`src/rtl/motion_updater_pkg.sv`:
```
// Shared encodings and defaults for the motion updater.
//   - direction encodings: DIR_INC / DIR_DEC
//   - axis mode encodings: MODE_WRAP / MODE_BOUNCE
//   - default VGA screen extents
package motion_updater_pkg;

  localparam logic DIR_INC     = 1'b0;
  localparam logic DIR_DEC     = 1'b1;

  localparam logic MODE_WRAP   = 1'b0;
  localparam logic MODE_BOUNCE = 1'b1;

  localparam int VGA_H_RES = 640;
  localparam int VGA_V_RES = 480;

endpackage

```
`src/rtl/axis_step.sv`:
```
// Combinational single-axis position step.
// Takes the current position, step magnitude, direction and mode and
// produces the next position, the next direction and a bounce-clamp flag.
//   pos       in  W  current position
//   step      in  W  unsigned step magnitude
//   dir       in  1  current direction (DIR_INC / DIR_DEC)
//   mode      in  1  MODE_WRAP / MODE_BOUNCE
//   next_pos  out W  position after this step
//   next_dir  out 1  direction after this step
//   hit       out 1  bounce clamp happened on this step
module axis_step
  import motion_updater_pkg::*;
#(
  parameter int W   = 10,
  parameter int R   = 640,
  parameter int OBJ = 0
) (
  input  logic [W-1:0] pos,
  input  logic [W-1:0] step,
  input  logic         dir,
  input  logic         mode,
  output logic [W-1:0] next_pos,
  output logic         next_dir,
  output logic         hit
);

  localparam logic [W:0] R_V = (W+1)'(R);
  localparam logic [W:0] L_V = (W+1)'(R - 1 - OBJ);

  logic [W:0] p_ext;
  logic [W:0] s_ext;
  logic [W:0] s_mod;
  logic [W:0] sum;
  logic [W:0] res;

  assign p_ext = {1'b0, pos};
  assign s_ext = {1'b0, step};
  // Wrap mode must tolerate steps of a full screen or more.
  assign s_mod = s_ext % R_V;
  assign sum   = p_ext + s_ext;

  always_comb begin
    res      = p_ext;
    next_dir = dir;
    hit      = 1'b0;
    if (mode == MODE_WRAP) begin
      if (dir == DIR_INC) begin
        res = p_ext + s_mod;
        if (res >= R_V) res = res - R_V;
      end else begin
        if (s_mod > p_ext) res = p_ext + R_V - s_mod;
        else               res = p_ext - s_mod;
      end
    end else begin
      // A position already beyond the limit (e.g. left over from wrap mode)
      // is pulled back onto the limit as if it had just struck that edge.
      if (p_ext > L_V) begin
        res      = L_V;
        next_dir = DIR_DEC;
        hit      = 1'b1;
      end else if (dir == DIR_INC) begin
        if (sum > L_V) begin
          res      = L_V;
          next_dir = DIR_DEC;
          hit      = 1'b1;
        end else begin
          res = sum;
        end
      end else begin
        if (s_ext > p_ext) begin
          res      = '0;
          next_dir = DIR_INC;
          hit      = 1'b1;
        end else begin
          res = p_ext - s_ext;
        end
      end
    end
  end

  assign next_pos = res[W-1:0];

endmodule

```
`src/rtl/motion_updater.sv`:
```
// Object-position engine: every TICK_DIV enabled clocks advances (X, Y)
// by a per-axis step, each axis wrapping or bouncing at the screen edges.
//   clock      in  1  system clock
//   reset      in  1  asynchronous active-low reset
//   enable     in  1  tick counter runs only while high
//   load       in  1  synchronous load of position/direction
//   load_x/y   in  W  load coordinates
//   load_dx/dy in  1  load directions
//   step_x/y   in  W  step magnitudes, sampled at tick
//   bounce_x/y in  1  axis mode (0 wrap, 1 bounce)
//   pos_x/y    out W  current position
//   dir_x/y    out 1  current direction
//   hit_x/y    out 1  one-cycle pulse on a bounce clamp
//   update     out 1  one-cycle pulse after positions advanced
module motion_updater
  import motion_updater_pkg::*;
#(
  parameter int W        = 10,
  parameter int H_RES    = VGA_H_RES,
  parameter int V_RES    = VGA_V_RES,
  parameter int OBJ_W    = 0,
  parameter int OBJ_H    = 0,
  parameter int TICK_DIV = 25_000_000,
  parameter int INIT_X   = 0,
  parameter int INIT_Y   = 0
) (
  input  logic         clock,
  input  logic         reset,
  input  logic         enable,
  input  logic         load,
  input  logic [W-1:0] load_x,
  input  logic [W-1:0] load_y,
  input  logic         load_dx,
  input  logic         load_dy,
  input  logic [W-1:0] step_x,
  input  logic [W-1:0] step_y,
  input  logic         bounce_x,
  input  logic         bounce_y,
  output logic [W-1:0] pos_x,
  output logic [W-1:0] pos_y,
  output logic         dir_x,
  output logic         dir_y,
  output logic         hit_x,
  output logic         hit_y,
  output logic         update
);

  // TICK_DIV = 1 still needs a 1-bit counter to keep the compare legal.
  localparam int CW = (TICK_DIV > 1) ? $clog2(TICK_DIV) : 1;
  localparam logic [CW-1:0] CNT_LAST = CW'(TICK_DIV - 1);

  logic [CW-1:0] count;
  logic          tick;

  logic [W-1:0] nx_x;
  logic [W-1:0] nx_y;
  logic         nd_x;
  logic         nd_y;
  logic         nh_x;
  logic         nh_y;

  assign tick = (count == CNT_LAST) && enable;

  axis_step #(.W(W), .R(H_RES), .OBJ(OBJ_W)) u_axis_x (
    .pos      (pos_x),
    .step     (step_x),
    .dir      (dir_x),
    .mode     (bounce_x),
    .next_pos (nx_x),
    .next_dir (nd_x),
    .hit      (nh_x)
  );

  axis_step #(.W(W), .R(V_RES), .OBJ(OBJ_H)) u_axis_y (
    .pos      (pos_y),
    .step     (step_y),
    .dir      (dir_y),
    .mode     (bounce_y),
    .next_pos (nx_y),
    .next_dir (nd_y),
    .hit      (nh_y)
  );

  always_ff @(posedge clock or negedge reset) begin
    if (!reset) begin
      count <= '0;
    end else if (load) begin
      count <= '0;
    end else if (tick) begin
      count <= '0;
    end else if (enable) begin
      count <= count + CW'(1);
    end
  end

  always_ff @(posedge clock or negedge reset) begin
    if (!reset) begin
      pos_x  <= W'(INIT_X);
      pos_y  <= W'(INIT_Y);
      dir_x  <= DIR_INC;
      dir_y  <= DIR_INC;
      hit_x  <= 1'b0;
      hit_y  <= 1'b0;
      update <= 1'b0;
    end else if (load) begin
      pos_x  <= load_x;
      pos_y  <= load_y;
      dir_x  <= load_dx;
      dir_y  <= load_dy;
      hit_x  <= 1'b0;
      hit_y  <= 1'b0;
      update <= 1'b0;
    end else if (tick) begin
      pos_x  <= nx_x;
      pos_y  <= nx_y;
      dir_x  <= nd_x;
      dir_y  <= nd_y;
      hit_x  <= nh_x;
      hit_y  <= nh_y;
      update <= 1'b1;
    end else begin
      hit_x  <= 1'b0;
      hit_y  <= 1'b0;
      update <= 1'b0;
    end
  end

endmodule

```
`config.mk`:
```
export PLATFORM = sky130hd
export DESIGN_NAME = motion_updater
export DESIGN_NICKNAME = d
export VERILOG_FILES = /design/src/rtl/motion_updater_pkg.sv /design/src/rtl/axis_step.sv /design/src/rtl/motion_updater.sv
export SDC_FILE = /design/constraint.sdc
export NUM_CORES = 1
export LEC_CHECK = 0
export ABC_AREA = 1
export CORE_UTILIZATION = 55
export DETAILED_ROUTE_END_ITERATION = 10
export GPL_ROUTABILITY_DRIVEN = 1
export PLACE_DENSITY = 0.76
export SLEW_MARGIN = 20
export SYNTH_ARGS = -nofsm -noshare
export SYNTH_HDL_FRONTEND = slang
export SYNTH_HIERARCHICAL = 1
export SYNTH_SLANG_ARGS = --single-unit
export TNS_END_PERCENT = 50
```
`constraint.sdc`:
```
create_clock -name clock -period 4.8 [get_ports clock]
set_input_delay 0.48 -clock clock [delete_from_list [all_inputs] [get_ports clock]]
set_output_delay 0.48 -clock clock [all_outputs]
set_load 0.01 [all_outputs]
```
Yosys cells after proc, flatten, opt, wreduce, memory -nomap -nowiden
Cells that the tools add are included. W data, S select, Z words.

Register bits after elaboration: 50. Bits in latches: 0. Memory bits (writable): 0. Bits in read-only memories: 0. Input port bits: 48. Output and inout port bits: 25. Word-level logic and storage cells: 94. Memories kept: 0.

$add $sub $neg: 15. Multiply operators: 0. Divide/modulo/power cells: 2. Magnitude comparators: 10. Eq/ne operators: 1. Shift-type cells: 0. Multiplexer cells: 51. Bitwise operators: 0. Reduce and logical (&&, ||, !) cells: 7.

Operators by type and width (number): $mux W10 (20); $mux W25 (3); $sub A10 B10 Y10 (6); $mux W1 (28); $add A25 B1 Y25 const B (1); $eq A25 B25 Y1 const B (1); $add A10 B10 Y11 (2); $add A10 B11 Y11 (2); $gt A11 B10 Y1 (2); $gt A10 B10 Y1 (2); $ge A11 B10 Y1 const B (1); $ge A11 B9 Y1 const B (1); $gt A11 B10 Y1 const B (1); $gt A11 B9 Y1 const B (1); $mod A10 B10 Y11 const B (1); $mod A10 B9 Y11 const B (1); $add A10 B10 Y10 const B (1); $add A10 B9 Y10 const B (1); $gt A10 B10 Y1 const B (1); $gt A10 B9 Y1 const B (1); $sub A10 B10 Y10 const B (1); $sub A10 B9 Y10 const B (1); $reduce_bool A2 Y1 (3); $reduce_and A2 Y1 (2); other kinds (2) (2).

Longest topological paths before layout
Word-level depth: 8. Gate-level depth with buffers: 33. Gate-level depth less buffers: 32.

Hierarchy
Netlist, hierarchy kept.

By module, submodules not included: axis_step (u_axis_y) (instances 1, cells an instance 560, area an instance 3276.9 µm², seq. area each 0.0 µm²); axis_step (u_axis_x) (instances 1, cells an instance 528, area an instance 3118.0 µm², seq. area each 0.0 µm²); motion_updater (instances 1, cells an instance 409, area an instance 2756.4 µm², seq. area each 1251.2 µm²).

Least setup slack after synthesis
OpenSTA, ideal clock, no wires.

Path kind: in2reg. From: input port step_y[7]. To: register pos_y[5]. Data arrival time: 3.189 ns. Setup slack: 1.494 ns. Stages: 29. Path buffers: 1. Cell sequence: nand2_1 > nor2_1 > nand2_1 > inv_1 > nor2_1 > nand3_1 > inv_1 > o21ai_0 > nor2_1 > nand2_1 > a21oi_1 > ha_1 > buf_2 > nor2_1 > nand2_1 > nor2_1 > nand2_1 > nand4_1 > nand2_2 > nor2_4 > nand3_4 > nand2_1 > nand2_1 > o21bai_1 > nand2_1 > nand2_1 > nand2_1 > nand2_1 > nand2_1.

Cells in the longest elaborated chain, start to end: 8.

Ends and longest elaborated chain: start, declared (line motion_updater.sv:36) `input logic [W-1:0] step_y,`; $mod A10 B9 Y11 or $add A10 B10 Y11 (tied branches) (line axis_step.sv:39, axis_step.sv:40); $add A10 B11 Y11 or $gt A11 B9 Y1 (tied branches) (line axis_step.sv:48, axis_step.sv:62); $sub A10 B9 Y10 (tied with other cells) (line axis_step.sv:49) `if (res >= R_V) res = res - R_V;`; $mux W10 (on tied branches) (line axis_step.sv:49, axis_step.sv:61); $mux W10 (on tied branches) (line axis_step.sv:47, axis_step.sv:57); $mux W10 (*) (line axis_step.sv:46) `if (mode == MODE_WRAP) begin`; net nx_y[5] (line motion_updater.sv:56) `logic [W-1:0] nx_y;`; $mux W10 (*) (line motion_updater.sv:113) `end else if (tick) begin`; $mux W10 (*) (line motion_updater.sv:105) `end else if (load) begin`; end signal, assigned (line motion_updater.sv:99) `pos_y <= W'(INIT_Y);`; end signal, assigned (line motion_updater.sv:107) `pos_y <= load_y;`; end signal, assigned (line motion_updater.sv:115) `pos_y <= nx_y;`; end, declared (line motion_updater.sv:40) `output logic [W-1:0] pos_y,`.

Mark *: on every way through the listed nets, which the timed path passes. The rest lies on a longest branch. The select of a mux whose other input is x is not followed. A chain may end at the register's enable or synchronous reset.

Worst setup path after layout
From: input port step_y[7]. To: register pos_y[8].

Same word-level chain as after synthesis.

==> run_results.csv <==
group,metric,value,unit
global_route,antenna_found_initial,1,
clocking,cts_hold_buf,0,
clocking,cts.sinks,50,
global_route,grt_pass1_vias,9115,
logic_synthesis,synthDistinctLibCells,51,
power,vdd_ir_drop_max,202,uV
floorplanning,die_h,131,um
power,p_int,1640,uW
timing,fmax,237,MHz
clocking,numCtsBuffers,5,
logic_synthesis,synth.avg_cell_area,6.11,um^2
clocking,ctsResizeCount,0,
timing,hold_viol_final,0,
placement,place_inst,1750,
power,p_leak,0.00538,uW
logic_synthesis,synth_edf_count,0,
final_layout,fin_nets,1713,
drt,drtIter0Drc,789,
global_route,grt_remaining_overflow,0,
clocking,cts_buffer_depth,2,
power,seqPwrFrac,0.162,
clocking,cts_tree,"yes",
global_route,grt_max_degree,51,
drt,top_layer,"met4",
power,swShare,0.552,
drt,wl_met3,1440,um
drt,met2WireLength,13400,um
power,p_comb_frac,0.733,
critical_path,crit_path_end_kind,"flip-flop",
critical_path,critPathKind,"in -> reg",
drt,dr.pass1.iters,5,
clocking,post_cts_buffers,0,
timing,skew,0.00539,ns
run_status,status,"finished, final reports clean",
floorplanning,start_util,0.570,
drt,wirelength,28600,um
placement,place.gp.congestion,1.02,
global_route,grt_pass1_wl,45900,um
logic_synthesis,seq_area_frac_synth,0.137,
critical_path,crit_arrival,4.44,ns
final_layout,syn_to_final_growth,10.0,%
clocking,h-tree-depth,2,
logic_synthesis,ys_ff_latch,50,
critical_path,cp_max_fo,8,
drt,wl_met1,11900,um
drt,vias,9700,
timing,setup_ws,0.581,ns
power,switchingPower,2020,uW
final_layout,drive_gt1_frac,0.0772,
placement,dp_slack,0.327,ns
critical_path,cp_slowest_stage_delay,0.57,ns
timing,tns,0,ns
floorplanning,die_area,17200,um^2
global_route,grt.total_usage,0.345,
drt,vias_per_cell,5.51,
final_layout,fin_util,0.627,
logic_synthesis,synth_warnings,6,
logic_synthesis,synth_ff_type,"dfrtp_1",
final_layout,design_area,10100,um^2
drt,drc_errors,0,
critical_path,crit_path_frequent_cell,"nand2_1",
logic_synthesis,syn_area,9150,um^2
placement,port_buffers,72,
min_path,min_path_type,"in -> async",
timing,rsz0062_at_grt,"no",
drt,ant_nets,0,
timing,worst_pin_slew,0.771,ns
final_layout,regArea,1250,um^2
logic_synthesis,synth_commonest_cells,"nand2_1 (479), inv_1 (195), nor2_1 (140)",
floorplanning,num_io_pins,73,
critical_path,critPathRequiredTime,5.03,ns
critical_path,critPathSlowestCell,"clkdlybuf4s50_1",
placement,hpwl,23300,um
logic_synthesis,synthArstFlopShare,1.00,
flow_run,cap_violations,0,
timing,relSlewSlack,0.483,
clocking,clkSlewWorstSetupHoldPaths,0.06,ns
timing,slew_viol_final,0,
logic_synthesis,yosysMostFrequentCell,"nand2_1",
timing,post-route-min-period,4.22,ns
power,pwr-share-clk,0.105,
final_layout,stdcell_count,1759,
placement,placed_cell_area,9900,um^2
logic_synthesis,yosys.area.top_type,"nand2_1",
floorplanning,fp.dieW,131,um
logic_synthesis,netlist_instances,1497,
floorplanning,rows,46,
drt,wire_per_inst,16.3,um
critical_path,startpoint_type,"input pin",
final_layout,multi_input_area,6770,um^2
final_layout,n_fill_cell,1569,
logic_synthesis,yosys-top-cells-area,"nand2_1 (20%), ha_1 (14%), dfrtp_1 (14%)",
floorplanning,coreArea,16100,um^2
logic_synthesis,yosysTopAreaCellShare,0.196,
timing,setup_violations,0,
timing,finalCritPeriodShare,0.879,
clocking,cts_root_buf,"clkbuf_16",
power,p_per_area,363,nW/um^2
clocking,clk_latency,0.29,ns
-- per-layer routing --
metal | GRT usage | up-vias
met5 | 0 | -
met4 | 0.211 | 0
met3 | 0.0375 | 109
met2 | 0.585 | 403
met1 | 0.421 | 4395
li1 | - | 4793
-- cells in the final DEF, fill, tap and decap left out, types with 31 or more instances in the layout --
cell / synthesis / final
clkdlybuf4s50_1: 0 / 71
nand4_1: 31 / 31
xor2_1: 39 / 39
dfrtp_1: 50 / 50
inv_1: 195 / 195
o21ai_0: 39 / 39
nor2_1: 140 / 140
nand3_1: 104 / 104
nand2_1: 479 / 479
a21oi_1: 65 / 65
ha_1: 105 / 105
-- power by group through the flow --
stage	combinational, uW	clock [uW]	sequential [uW]
after floorplan	1960	0	556
after global placement	2610	0	599
after detailed placement	2610	0	599
after CTS	2630	390	591
after global routing	2970	406	602
final	2680	382	592
-- logic make-up (layout without fill, tap and decap cells) --
group / after synthesis / after routing / synth area share
fa+ha+maj: 124 / 124 / 0.185
compound gates: 172 / 172 / 0.113
other cells: 1 / 3 / 0.000410
flops: 50 / 50 / 0.137
xor+xnor: 44 / 44 / 0.0421
simple gates: 839 / 839 / 0.399
buf+inv: 267 / 311 / 0.124
-- metrics by stage --
stage          power, uW  hold WS (ns)
2_1_floorplan       2520         0.184
3_3_place_gp        3210         0.493
3_5_place_dp        3210         0.524
4_1_cts             3610         0.317
5_1_grt             3980         0.347
6_report            3650         0.290
-- sequential cells by signal, indices dropped and copies added (netlist names) --
register,flops
count,25
hit_x,1
hit_y,1
pos_x,10
pos_y,10
dir_y,1
dir_x,1
update,1
-- critical path, delay by kind of cell --
kind,cells,cell delay (ns)
simple gates,20,1.78
buf+inv,5,0.93
compound gates,3,0.66
fa+ha+maj,2,0.59
-- final timing paths --
kind,from,end,slack (ns),depth (start not counted)
min in group clock,count[1],count[1],0.53,2
min reg2reg,count[1],count[1],0.53,2
max in group asynchronous,reset,hit_y,4.07,2
max,step_y[7],pos_y[8],0.58,30
min,reset,pos_y[4],0.29,2
max reg2reg,pos_y[2],pos_y[5],1.36,22
-- area by class of cell --
cell class | instances | share of cell area
Antenna cell | 1 | 0.000249
Clock buffer | 8 | 0.0165
Inverter | 228 | 0.0862
Multi-Input combinational cell | 1181 | 0.673
Sequential cell | 50 | 0.124
Tap cell | 216 | 0.0268
Timing Repair Buffer | 75 | 0.0733
No activity file was read; power rests on OpenSTA's default activity.
==> RTL change, RTL diff (same flow settings) <==
Put one more register stage on the output `pos_x`, without a reset. The value now appears one clock later. The other outputs are not delayed to match.
--- a/src/rtl/motion_updater.sv
+++ b/src/rtl/motion_updater.sv
@@ -51,2 +51,4 @@
 
+  logic [W-1:0] pos_x_s0;
+
   logic [CW-1:0] count;
@@ -64,3 +66,3 @@
   axis_step #(.W(W), .R(H_RES), .OBJ(OBJ_W)) u_axis_x (
-    .pos      (pos_x),
+    .pos      (pos_x_s0),
     .step     (step_x),
@@ -97,3 +99,3 @@
     if (!reset) begin
-      pos_x  <= W'(INIT_X);
+      pos_x_s0 <= W'(INIT_X);
       pos_y  <= W'(INIT_Y);
@@ -105,3 +107,3 @@
     end else if (load) begin
-      pos_x  <= load_x;
+      pos_x_s0 <= load_x;
       pos_y  <= load_y;
@@ -113,3 +115,3 @@
     end else if (tick) begin
-      pos_x  <= nx_x;
+      pos_x_s0 <= nx_x;
       pos_y  <= nx_y;
@@ -127,2 +129,6 @@
 
+  always_ff @(posedge clock) begin
+    pos_x <= pos_x_s0;
+  end
+
 endmodule
Behaviour: not the same (a bounded check fails within 4 cycles, from zero or initial values and one cycle with reset low).
==> RTL change against the unedited design <==
- setup slack lost 0.056 ns
- cell area up 4.5%
- routed wire length up 0.78%
- fmax down 1.3%
- area after synthesis rose by 3.8%
- power grew 9.3%
- critical path depth is the same
- sequential cell count increased by 10
- worst hold slack got worse by 0.034 ns
- sequential share of layout area grew 1.4 points
- via count increased by 0.54%
- largest cell class unchanged
==> RTL change: results (changes against the unedited design) <==
ranking of synthesized cells by instance count=sky130_fd_sc_hd__nand2_1, sky130_fd_sc_hd__inv_1, sky130_fd_sc_hd__nor2_1; number of gates resized after cts=0 (unchanged); Fillers=1647 (+5.0%); antenna violations before repair=0 (-1); remaining global-route overflow=0 (unchanged); complex-gate fraction of the synthesized area=0.1130 (+0.0003679); maximum number of pins on one net before global-route repair=51 (unchanged); DR iter-0 viols=648 (-18%); Total GRT Usage=0.3363 (-0.008990); count of inserted antenna diode cells=0 (-1); number of global-route vias before repair=9428 (+3.4%); # port buffers=72 (unchanged); multiplexer fraction of the synthesized cell area=0 (unchanged); master cell of the clock root buffer=sky130_fd_sc_hd__clkbuf_16; async set or reset register ratio after synthesis=0.8333 (-0.1667); clock-pin slew on the worst setup and hold paths=0.06 ns (about the same); Reg2Reg Launch Point=pos_y[2]; Slew HR=0.3719 (-0.1107); Post-CTS Setup Inserts=0 (unchanged); static leakage=0.005608 µW (+4.2%); placed cell count=1774 (+1.4%); most used flip-flop cell after synthesis=sky130_fd_sc_hd__dfrtp_1; number of flip-flops in the largest register=25 (unchanged); Largest Register=count; library cell contributing the largest single delay on the critical path=sky130_fd_sc_hd__clkdlybuf4s50_1; IR Drop Worst-Case VDD=0.2670 mV (+32%); hpwl dp=23090 µm (-1.0%); post-detailed-route wirelength per cell=16.12 µm (-0.97%); synth unique cells=57 (+12%); global-route wire length before repair=47150 µm (+2.7%); Clock Skew=0.008738 ns (+0.003352 ns); total wire length=28850 µm (+0.78%); number of CTS-inserted buffers=9 (+4); class of the tightest hold or removal check=input port to asynchronous set/reset pin; main area contributors after synthesis=sky130_fd_sc_hd__nand2_1, sky130_fd_sc_hd__ha_1, sky130_fd_sc_hd__dfrtp_1; share of final-layout standard cells stronger than drive strength 1=0.09045 (+0.01327); Layout Nets=1737 (+1.4%); Post-Synth XOR/XNOR Area=0.03689 (-0.005225); maximum count of clock buffers along a single path=2 (unchanged); worst flop-to-flop path endpoint=pos_y[5]; run status=finished clean; insertion delay to the later sink of the worst-skew pair=0.35 ns (+0.06 ns); post-synthesis share of cell area spent on full adders, half adders and majority gates=0.1784 (-0.006755); synth warn=6 (unchanged); R2R setup slack=1.46 ns (+0.10 ns); post-synthesis sequential area ratio=0.1528 (+0.01609); launch point of the critical path=step_y[7]; vias after detailed routing=9752 (+0.54%); depth of the CTS H-tree=3 (+1); Critical Path Max Stage Delay=0.55 ns (-0.02 ns); gp weighted congestion=0.9635 (-5.9%); number of optimization iterations in the first detailed-route pass=5 (unchanged); post-synthesis average cell area=6.257 µm² (+2.4%); count of cells along the worst register-to-register path=17 (-23%); capture point of the worst path=pos_y[9]; largest fanout on the critical path=8 (unchanged)
-- RTL change: metal layers --
layer,vias to the layer above,global-route usage,part of all wire
met5,-,0,0
met4,0,0.1717,0.047
met3,86,0.03919,0.041
met2,320,0.5790,0.48
met1,4465,0.4130,0.43
li1,4881,-,-
-- RTL change: where the power goes --
group / internal [µW] / total (µW) / switching [µW]
clock: 365 / 636 / 272
combinational: 940 / 2660 / 1720
sequential: 570 / 694 / 124
-- RTL change: worst min-delay path by stage --
stage	depth (start not counted)	start	end	slack, ns
floorplan	0	reset	count[0]	0.18
global placement	0	pos_x_s0[0]	pos_x[0]	0.45
detailed placement	0	pos_x_s0[0]	pos_x[0]	0.46
CTS	2	reset	count[14]	0.28
global route	2	reset	count[14]	0.32
finish	2	reset	count[13]	0.26
-- RTL change: cell type report --
type	count	share of cell area
Multi-Input combinational cell	1186	0.6550
Sequential cell	60	0.1379
Inverter	233	0.08429
Timing Repair Buffer	75	0.07015
Tap cell	220	0.02616
Clock buffer	11	0.02307
Clock inverter	5	0.003448
-- RTL change: through the flow --
step / total power [µW] / setup slack (ns) / hold slack [ns] / area [µm²] / utilization
finish: 3994 / 0.5245 / 0.2560 / 10520 / 0.6301
global route: 4343 / 0.1630 / 0.3174 / 10520 / 0.6301
CTS: 3956 / 0.6652 / 0.2839 / 10520 / 0.6301
detailed placement: 3301 / 0.3117 / 0.4570 / 10240 / 0.6134
global placement: 3284 / 0.4846 / 0.4451 / 10240 / 0.6134
floorplan: 2647 / 1.499 / 0.1844 / 9502 / -
-- RTL change: critical path, delay by kind of cell --
kind / cells / cell delay [ns]
xor+xnor: 1 / 0.17
buf+inv: 4 / 0.85
simple gates: 22 / 1.95
compound gates: 1 / 0.29
fa+ha+maj: 2 / 0.75
